--- config.mk ---
export PLATFORM = sky130hd
export DESIGN_NAME = multicycle_main_control
export DESIGN_NICKNAME = d
export VERILOG_FILES = /design/src/rtl/cpu_ctrl_pkg.sv /design/src/rtl/ctrl_output_decode.sv /design/src/rtl/multicycle_main_control.sv
export SDC_FILE = /design/constraint.sdc
export NUM_CORES = 1
export LEC_CHECK = 0
export CAP_MARGIN = 20
export CORE_MARGIN = 3
export CORE_UTILIZATION = 37
export DETAILED_ROUTE_END_ITERATION = 12
export PLACE_DENSITY = 0.79
export SYNTH_ARGS = -nofsm -noshare
export SYNTH_HDL_FRONTEND = slang
export SYNTH_SLANG_ARGS = --single-unit
--- constraint.sdc ---
create_clock -name clk -period 1.5 [get_ports clk]
set_clock_uncertainty 0.15 [all_clocks]
set_input_delay 0.225 -clock clk [delete_from_list [all_inputs] [get_ports clk]]
set_output_delay 0.225 -clock clk [all_outputs]
set_load 0.02 [all_outputs]
--- src/rtl/cpu_ctrl_pkg.sv ---
// rtl/cpu_ctrl_pkg.sv - shared encodings for the multicycle main control FSM
package cpu_ctrl_pkg;

  localparam int STATE_W = 4;

  localparam logic [STATE_W-1:0] FETCH    = 4'd0;
  localparam logic [STATE_W-1:0] DECODE   = 4'd1;
  localparam logic [STATE_W-1:0] MEMADR   = 4'd2;
  localparam logic [STATE_W-1:0] MEMREAD  = 4'd3;
  localparam logic [STATE_W-1:0] MEMWB    = 4'd4;
  localparam logic [STATE_W-1:0] MEMWRITE = 4'd5;
  localparam logic [STATE_W-1:0] EXECUTE  = 4'd6;
  localparam logic [STATE_W-1:0] ALUWB    = 4'd7;
  localparam logic [STATE_W-1:0] BRANCH   = 4'd8;
  localparam logic [STATE_W-1:0] JUMP     = 4'd9;

  localparam logic [5:0] OP_LW        = 6'b100011;
  localparam logic [5:0] OP_SW        = 6'b101011;
  localparam logic [5:0] OP_BEQ       = 6'b010000;
  localparam logic [5:0] OP_J         = 6'b010001;
  localparam logic [2:0] OP_RTYPE_PFX = 3'b000;

  localparam logic [1:0] ALUOP_ADD   = 2'b00;
  localparam logic [1:0] ALUOP_SUB   = 2'b01;
  localparam logic [1:0] ALUOP_FUNCT = 2'b10;

  localparam logic [1:0] ALUSRCB_B     = 2'b00;
  localparam logic [1:0] ALUSRCB_FOUR  = 2'b01;
  localparam logic [1:0] ALUSRCB_IMM   = 2'b10;
  localparam logic [1:0] ALUSRCB_IMMSH = 2'b11;

  localparam logic [1:0] PCSRC_ALU    = 2'b00;
  localparam logic [1:0] PCSRC_ALUOUT = 2'b01;
  localparam logic [1:0] PCSRC_JUMP   = 2'b10;

  typedef enum logic [2:0] {
    OPC_RTYPE,
    OPC_LW,
    OPC_SW,
    OPC_BEQ,
    OPC_J,
    OPC_ILLEGAL
  } op_class_t;

  function automatic op_class_t classify(input logic [5:0] op);
    if (op[5:3] == OP_RTYPE_PFX) return OPC_RTYPE;
    else if (op == OP_LW)        return OPC_LW;
    else if (op == OP_SW)        return OPC_SW;
    else if (op == OP_BEQ)       return OPC_BEQ;
    else if (op == OP_J)         return OPC_J;
    else                         return OPC_ILLEGAL;
  endfunction

endpackage

--- src/rtl/ctrl_output_decode.sv ---
// rtl/ctrl_output_decode.sv - registered state to datapath control word
module ctrl_output_decode
  import cpu_ctrl_pkg::*;
(
  input  logic       reset,
  input  logic [3:0] state,
  input  logic [5:0] opcode,
  input  logic       mem_ready,
  output logic       PCWrite,
  output logic       PCWriteCond,
  output logic       IorD,
  output logic       MemRead,
  output logic       MemWrite,
  output logic       IRWrite,
  output logic       MemtoReg,
  output logic       RegDst,
  output logic       RegWrite,
  output logic       ALUSrcA,
  output logic [1:0] ALUSrcB,
  output logic [1:0] PCSource,
  output logic [1:0] ALUOp,
  output logic       instr_done,
  output logic       illegal_op
);

  always_comb begin
    PCWrite     = 1'b0;
    PCWriteCond = 1'b0;
    IorD        = 1'b0;
    MemRead     = 1'b0;
    MemWrite    = 1'b0;
    IRWrite     = 1'b0;
    MemtoReg    = 1'b0;
    RegDst      = 1'b0;
    RegWrite    = 1'b0;
    ALUSrcA     = 1'b0;
    ALUSrcB     = ALUSRCB_B;
    PCSource    = PCSRC_ALU;
    ALUOp       = ALUOP_ADD;
    instr_done  = 1'b0;
    illegal_op  = 1'b0;
    // Reset forces a quiet control word so no in-flight write can leak out.
    if (!reset) begin
      case (state)
        FETCH: begin
          MemRead = 1'b1;
          ALUSrcB = ALUSRCB_FOUR;
          IRWrite = mem_ready;
          PCWrite = mem_ready;
        end
        DECODE: begin
          ALUSrcB    = ALUSRCB_IMMSH;
          illegal_op = (classify(opcode) == OPC_ILLEGAL);
        end
        MEMADR: begin
          ALUSrcA = 1'b1;
          ALUSrcB = ALUSRCB_IMM;
        end
        MEMREAD: begin
          MemRead = 1'b1;
          IorD    = 1'b1;
        end
        MEMWB: begin
          RegWrite   = 1'b1;
          MemtoReg   = 1'b1;
          instr_done = 1'b1;
        end
        MEMWRITE: begin
          MemWrite   = 1'b1;
          IorD       = 1'b1;
          instr_done = mem_ready;
        end
        EXECUTE: begin
          ALUSrcA = 1'b1;
          ALUOp   = ALUOP_FUNCT;
        end
        ALUWB: begin
          RegWrite   = 1'b1;
          RegDst     = 1'b1;
          instr_done = 1'b1;
        end
        BRANCH: begin
          ALUSrcA     = 1'b1;
          ALUOp       = ALUOP_SUB;
          PCWriteCond = 1'b1;
          PCSource    = PCSRC_ALUOUT;
          instr_done  = 1'b1;
        end
        JUMP: begin
          PCWrite    = 1'b1;
          PCSource   = PCSRC_JUMP;
          instr_done = 1'b1;
        end
        default: ;
      endcase
    end
  end

endmodule

--- src/rtl/multicycle_main_control.sv ---
// rtl/multicycle_main_control.sv - multicycle CPU main control state machine
module multicycle_main_control
  import cpu_ctrl_pkg::*;
#(
  parameter int OPW  = 6,
  parameter int SW_W = 4
) (
  input  logic           clk,
  input  logic           reset,
  input  logic [OPW-1:0] opcode,
  input  logic           zero,
  input  logic           mem_ready,
  output logic           PCWrite,
  output logic           PCWriteCond,
  output logic           IorD,
  output logic           MemRead,
  output logic           MemWrite,
  output logic           IRWrite,
  output logic           MemtoReg,
  output logic           RegDst,
  output logic           RegWrite,
  output logic           ALUSrcA,
  output logic [1:0]     ALUSrcB,
  output logic [1:0]     PCSource,
  output logic [1:0]     ALUOp,
  output logic           instr_done,
  output logic           illegal_op
);

  logic [SW_W-1:0] state;
  logic [SW_W-1:0] next_state;

  // The branch decision is taken in the datapath through PCWriteCond.
  logic unused_zero;
  assign unused_zero = zero;

  always_comb begin
    next_state = FETCH;
    case (state)
      FETCH:    next_state = mem_ready ? DECODE : FETCH;
      DECODE: begin
        case (classify(opcode))
          OPC_RTYPE: next_state = EXECUTE;
          OPC_LW,
          OPC_SW:    next_state = MEMADR;
          OPC_BEQ:   next_state = BRANCH;
          OPC_J:     next_state = JUMP;
          default:   next_state = FETCH;
        endcase
      end
      MEMADR:   next_state = (classify(opcode) == OPC_SW) ? MEMWRITE : MEMREAD;
      MEMREAD:  next_state = mem_ready ? MEMWB : MEMREAD;
      MEMWRITE: next_state = mem_ready ? FETCH : MEMWRITE;
      EXECUTE:  next_state = ALUWB;
      default:  next_state = FETCH;
    endcase
  end

  always_ff @(posedge clk) begin
    if (reset) state <= FETCH;
    else       state <= next_state;
  end

  ctrl_output_decode u_decode (
    .reset       (reset),
    .state       (state),
    .opcode      (opcode),
    .mem_ready   (mem_ready),
    .PCWrite     (PCWrite),
    .PCWriteCond (PCWriteCond),
    .IorD        (IorD),
    .MemRead     (MemRead),
    .MemWrite    (MemWrite),
    .IRWrite     (IRWrite),
    .MemtoReg    (MemtoReg),
    .RegDst      (RegDst),
    .RegWrite    (RegWrite),
    .ALUSrcA     (ALUSrcA),
    .ALUSrcB     (ALUSrcB),
    .PCSource    (PCSource),
    .ALUOp       (ALUOp),
    .instr_done  (instr_done),
    .illegal_op  (illegal_op)
  );

endmodule

==> results of run 1 <==
[logic make-up after synthesis]
logic type	count (synthesis)	synth area share [%]
compound gates	16	19.4
xor+xnor	1	1.70
buf+inv	9	11.4
flops	4	15.5
mux	1	2.18
simple gates	46	49.9
[per-stage QoR]
| step | std cells | worst slack (ns) | hold slack (ns) |
|---|---|---|---|
| floorplan | 77 | -0.0907 | 0.228 |
| global placement | 139 | -0.819 | 0.472 |
| detailed placement | 139 | -0.835 | 0.472 |
| CTS | 146 | -0.267 | 0.353 |
[timing repair]
item                                    in CTS
pin swaps                                    9
setup buffers                                4
endpoints found under the setup margin      20
cloned                                       0
gates resized for setup                    134
==> results.cfg, run 1 <==
[run_status]
run_status = aborted with a tool error
failed_stage = 5_1_grt
flow.first_error = [ERROR DPL-0038] Utilization greater than 100%, impossible to legalize

[sta]
postGrtWorstEndpoint = ALUSrcA
worst-ep-kind = primary output

[logic_synthesis]
synth_commonest_cells = nor2_1 (11), a21oi_1 (6), nand2_1 (6), nor3_1 (6), nor4_1 (5)
syn-num-nets = 87
synth_enable_flop_cells = 0
postSynthRegisterBits = 4
async_set_or_reset_register_ratio_after_synthesis_pct = 0
postSynthAreaPerCell_um2 = 6.71
ys.warnings.count = 0
synth_cells = 77
post_synthesis_cell_type_with_the_largest_combined_area = dfxtp_1
yosysMostFrequentCell = nor2_1
synth_top_cells_by_area = dfxtp_1 (15%), nor2_1 (8.0%), nor4_1 (6.1%)
sequential_cell_area_fraction_in_the_yosys_report_pct = 15.5
synth.top_cell.area_share_pct = 15.5
synthDistinctLibCells = 32
synth_top_flop_cell = dfxtp_1
area_of_the_mapped_netlist_um2 = 517

[floorplanning]
floorplan.initialDensity_pct = 43.0
fp.dieH_um = 43.4
die_w_um = 43.4
placement_rows = 12
io_pins = 28

[cts]
ctsHtreeMaxLevel = 1
clock_tree.root_cell = clkbuf_4
numClockSinks = 4
clock_tree.buffer_depth = 2
cts-hold-fix-buffers = 0
cts_buffers = 3

[placement]
sum_of_net_half_perimeters_after_detailed_placement_mm = 1.56
detailed_place.area_mm2 = 0.00104
final_estimated_routing_congestion_in_global_placement = 0.785
port_buffers = 26

[grt]
maximum_number_of_pins_on_one_net_before_global_route_repair = 9
==> run 2, diff against run 1 <==
CORE_AREA = 3 3 64 66   (was not set)
CORE_MARGIN = not set   (was 3)
CORE_UTILIZATION = not set   (was 37)
DIE_AREA = 0 0 67 69   (was not set)
PLACE_DENSITY = not set   (was 0.79)
PLACE_DENSITY_LB_ADDON = 0.15   (was not set)
==> run 2 against run 1 <==
Synthesized cell count stayed put. The flow now finishes, with violations (negative setup slack). Area after synthesis did not move.
==> results.cfg, run 2 <==
[cells_and_area]
area_growth_syn_to_layout_pct = 174
layout.cells.most_common = buf_4
layout.cells.most_common_list = buf_4 (43), buf_6 (18), nor2_4 (6)
final_core_util_pct = 39.0
layout_top_registers = state (4)
largest_register_ff_count = 4
largest_register_by_flop_count = state
layout-drive-gt1-share_pct = 76.8
antenna-diode-count = 0
design.final.nets = 154

[routing]
vias_per_cell = 4.25
drt_iter0_markers = 23
via_count = 807
average_wire_per_standard_cell_um = 12.4
antenna_violating_nets_post_route = 0
drtPass1Iterations = 4
drt-total-wl_mm = 2.35
drc = 0

[sta]
rsz0062_at_grt = true
whs_ns = 0.349
setup_viol_count_final = 18
worst_pin_slew_ns = 0.348
finalCritPeriodShare_pct = 117
worst_slew_margin_relative_to_its_limit_pct = 76.6
maxClockFrequency_mhz = 572
final.min_clock_period_ns = 1.75
timing.final.hold_violations = 0
timing.final.max_slew_violations = 0
final_critical_path_setup_slack_ns = -0.248

[logic_synthesis]
synth_commonest_cells = nor2_1 (11), a21oi_1 (6), nand2_1 (6), nor3_1 (6), nor4_1 (5)
post_synthesis_cell_type_with_the_largest_combined_area = dfxtp_1
postSynthRegisterBits = 4
postSynthAreaPerCell_um2 = 6.71
area_of_the_mapped_netlist_um2 = 517
synth_top_family_by_area = simple AND/OR/NAND/NOR gates
sequential_cell_area_fraction_in_the_yosys_report_pct = 15.5
yosysMostFrequentCell = nor2_1
synth.top_cell.area_share_pct = 15.5
synthSimpleGateAreaFrac_pct = 49.9
synth_cells = 77
synth_top_cells_by_area = dfxtp_1 (15%), nor2_1 (8.0%), nor4_1 (6.1%)
async_set_or_reset_register_ratio_after_synthesis_pct = 0
synthDistinctLibCells = 32
synth_top_flop_cell = dfxtp_1
syn-num-nets = 87
yosys.area_share.adder_pct = 0
synth_compound_gate_area_share_pct = 19.4
ys.warnings.count = 0
synth_enable_flop_cells = 0
synth-xor-area-share_pct = 1.69
synth_mux_area_share_pct = 2.18

[placement]
port_buffers = 26
final_estimated_routing_congestion_in_global_placement = 0.789
sum_of_net_half_perimeters_after_detailed_placement_mm = 1.62

[grt]
grtUsageTotal_pct = 10.1
grt_first_pass_wirelength_mm = 3.71
maximum_number_of_pins_on_one_net_before_global_route_repair = 9
global_route.overflow_total = 0
grt_pass1_vias = 855
antenna_found_initial = 0

[worst_setup_path]
crit_path_top_delay_cell = or3_4
element_type_at_the_critical_path_end = primary output
timing.rr.end = state[2]
r2r_cells = 4
endpoint = illegal_op
timing.reg2reg.setup_slack_ns = 0.07
max_stage_delay_ns = 0.40
timing_worst_setup_path_type = reg -> out
worstSetupPathDepth = 4
r2r_start = state[2]
worstSetupStartpointType = flip-flop
critical_path.cell_chain = or3_4 -> nor2_4 -> and4_4 -> buf_6
crit_buf_inv = 1
critical-path-top-delay-family = simple AND/OR/NAND/NOR gates
critical_path_data_arrival_time_ns = 1.37
worst-path-max-fanout = 3
setup.worst_path.start = state[2]
timing.critical_path.required_ns = 1.12

[run_status]
failed_checks = negative setup slack
run_status = finished with violations

[cts]
clock_insertion_delay_at_the_later_pin_of_the_skew_report_ns = 0.22
cts_buffers = 3
clock_pin_slew_of_the_registers_on_the_worst_case_setup_and_hold_paths_ns = 0.03
tritoncts = yes
clock_tree.buffer_depth = 2
ctsHtreeMaxLevel = 1
numClockSinks = 4
cts-hold-fix-buffers = 0
clock_tree.root_cell = clkbuf_8

[floorplanning]
design.die.area_mm2 = 0.00462
placement_rows = 22
die_w_um = 67
fp.dieH_um = 69
io_pins = 28
floorplan.initialDensity_pct = 14.2
core_area_mm2 = 0.00363

[power_and_ir_drop]
vdd.ir_drop.worst_mv = 0.155
leakage_power_summed_over_all_cells_nw = 0.578
power_per_standard_cell_area_mw_per_mm2 = 422

[run]
max_cap_violations = 0

[worst_hold_path]
hp-class = in -> reg
-- run 2: cell counts after synthesis --
No cell type changed its count.
-- run 2: logic make-up (layout without fill, tap and decap cells) --
group,after synthesis,count (layout)
and+or+nand+nor,46,46
AOI/OAI and AO/OA,16,16
buffers and inverters,9,74
DFF,4,4
xor gates and xnor gates,1,1
muxes,1,1
-- run 2: final cells by class --
class / instances / area, um^2
clock buffers: 3 / 41.3
fillers: 397 / 2220
inverters: 2 / 15.0
multi-input cells: 64 / 629
flip-flops and latches: 4 / 90.1
well taps: 48 / 60.1
repair buffers: 69 / 582
-- run 2: worst min-delay path by stage --
stage	start	endpoint	slack [ns]	cells past startpoint
floorplan	opcode[4]	state[3]	0.23	2
global placement	state[2]	state[2]	0.48	2
detailed placement	state[2]	state[2]	0.47	2
CTS	reset	state[2]	0.44	4
global route	opcode[1]	state[3]	0.39	5
finish	opcode[0]	state[1]	0.35	4
-- run 2: through the flow --
step	instance area [um^2]	setup TNS [ns]	power [W]	std cells	worst slack (ns)
2_1_floorplan	602	-0.201	0.000213	77	-0.0907
3_3_place_gp	1120	-13.54	0.000324	178	-0.847
3_5_place_dp	1120	-13.55	0.000323	178	-0.836
4_1_cts	1300	-2.21	0.000577	188	-0.257
5_1_grt	1420	-3.33	0.000636	190	-0.279
6_report	1420	-2.24	0.000599	190	-0.248
-- run 2: where the power goes --
part | leakage (nW) | internal, W | total, W | switching, W
Combinational | 0.521 | 0.000129 | 0.000253 | 0.000124
Sequential | 0.0349 | 0.000109 | 0.000119 | 0.00000939
Clock | 0.0216 | 0.000171 | 0.000227 | 0.0000562
Total | 0.578 | 0.000409 | 0.000599 | 0.000189
-- run 2: per-layer routing --
layer  global-route usage (%)  wire length, um
met5                        0                0
met2                     16.7             1270
met3                    0.977               74
met4                     5.41               48
met1                     12.4              962
-- run 2: what timing repair did --
| action | CTS | global route |
|---|---|---|
| resized for setup | 147 | 31 |
| setup endpoints to repair | 20 | 20 |
| endpoints found under the hold margin | 0 | 0 |
| cloned | 0 | 0 |
| pin swaps | 11 | 6 |
| buffers inserted | 7 | 3 |
-- run 2: tightest hold or removal path, cell delays in order --
cell and delay, ns:
clkbuf_2 0.13, buf_4 0.13, o21ai_1 0.06, o22ai_1 0.12
Note: power is estimated with default switching activity, not from simulation.
==> run 3, diff against run 2 <==
CTS_BUF_LIST = sky130_fd_sc_hd__clkbuf_4 sky130_fd_sc_hd__clkbuf_8   (was not set)
==> results of run 3 <==
The final DEF is identical to that of run 2; final timing and power are the same.
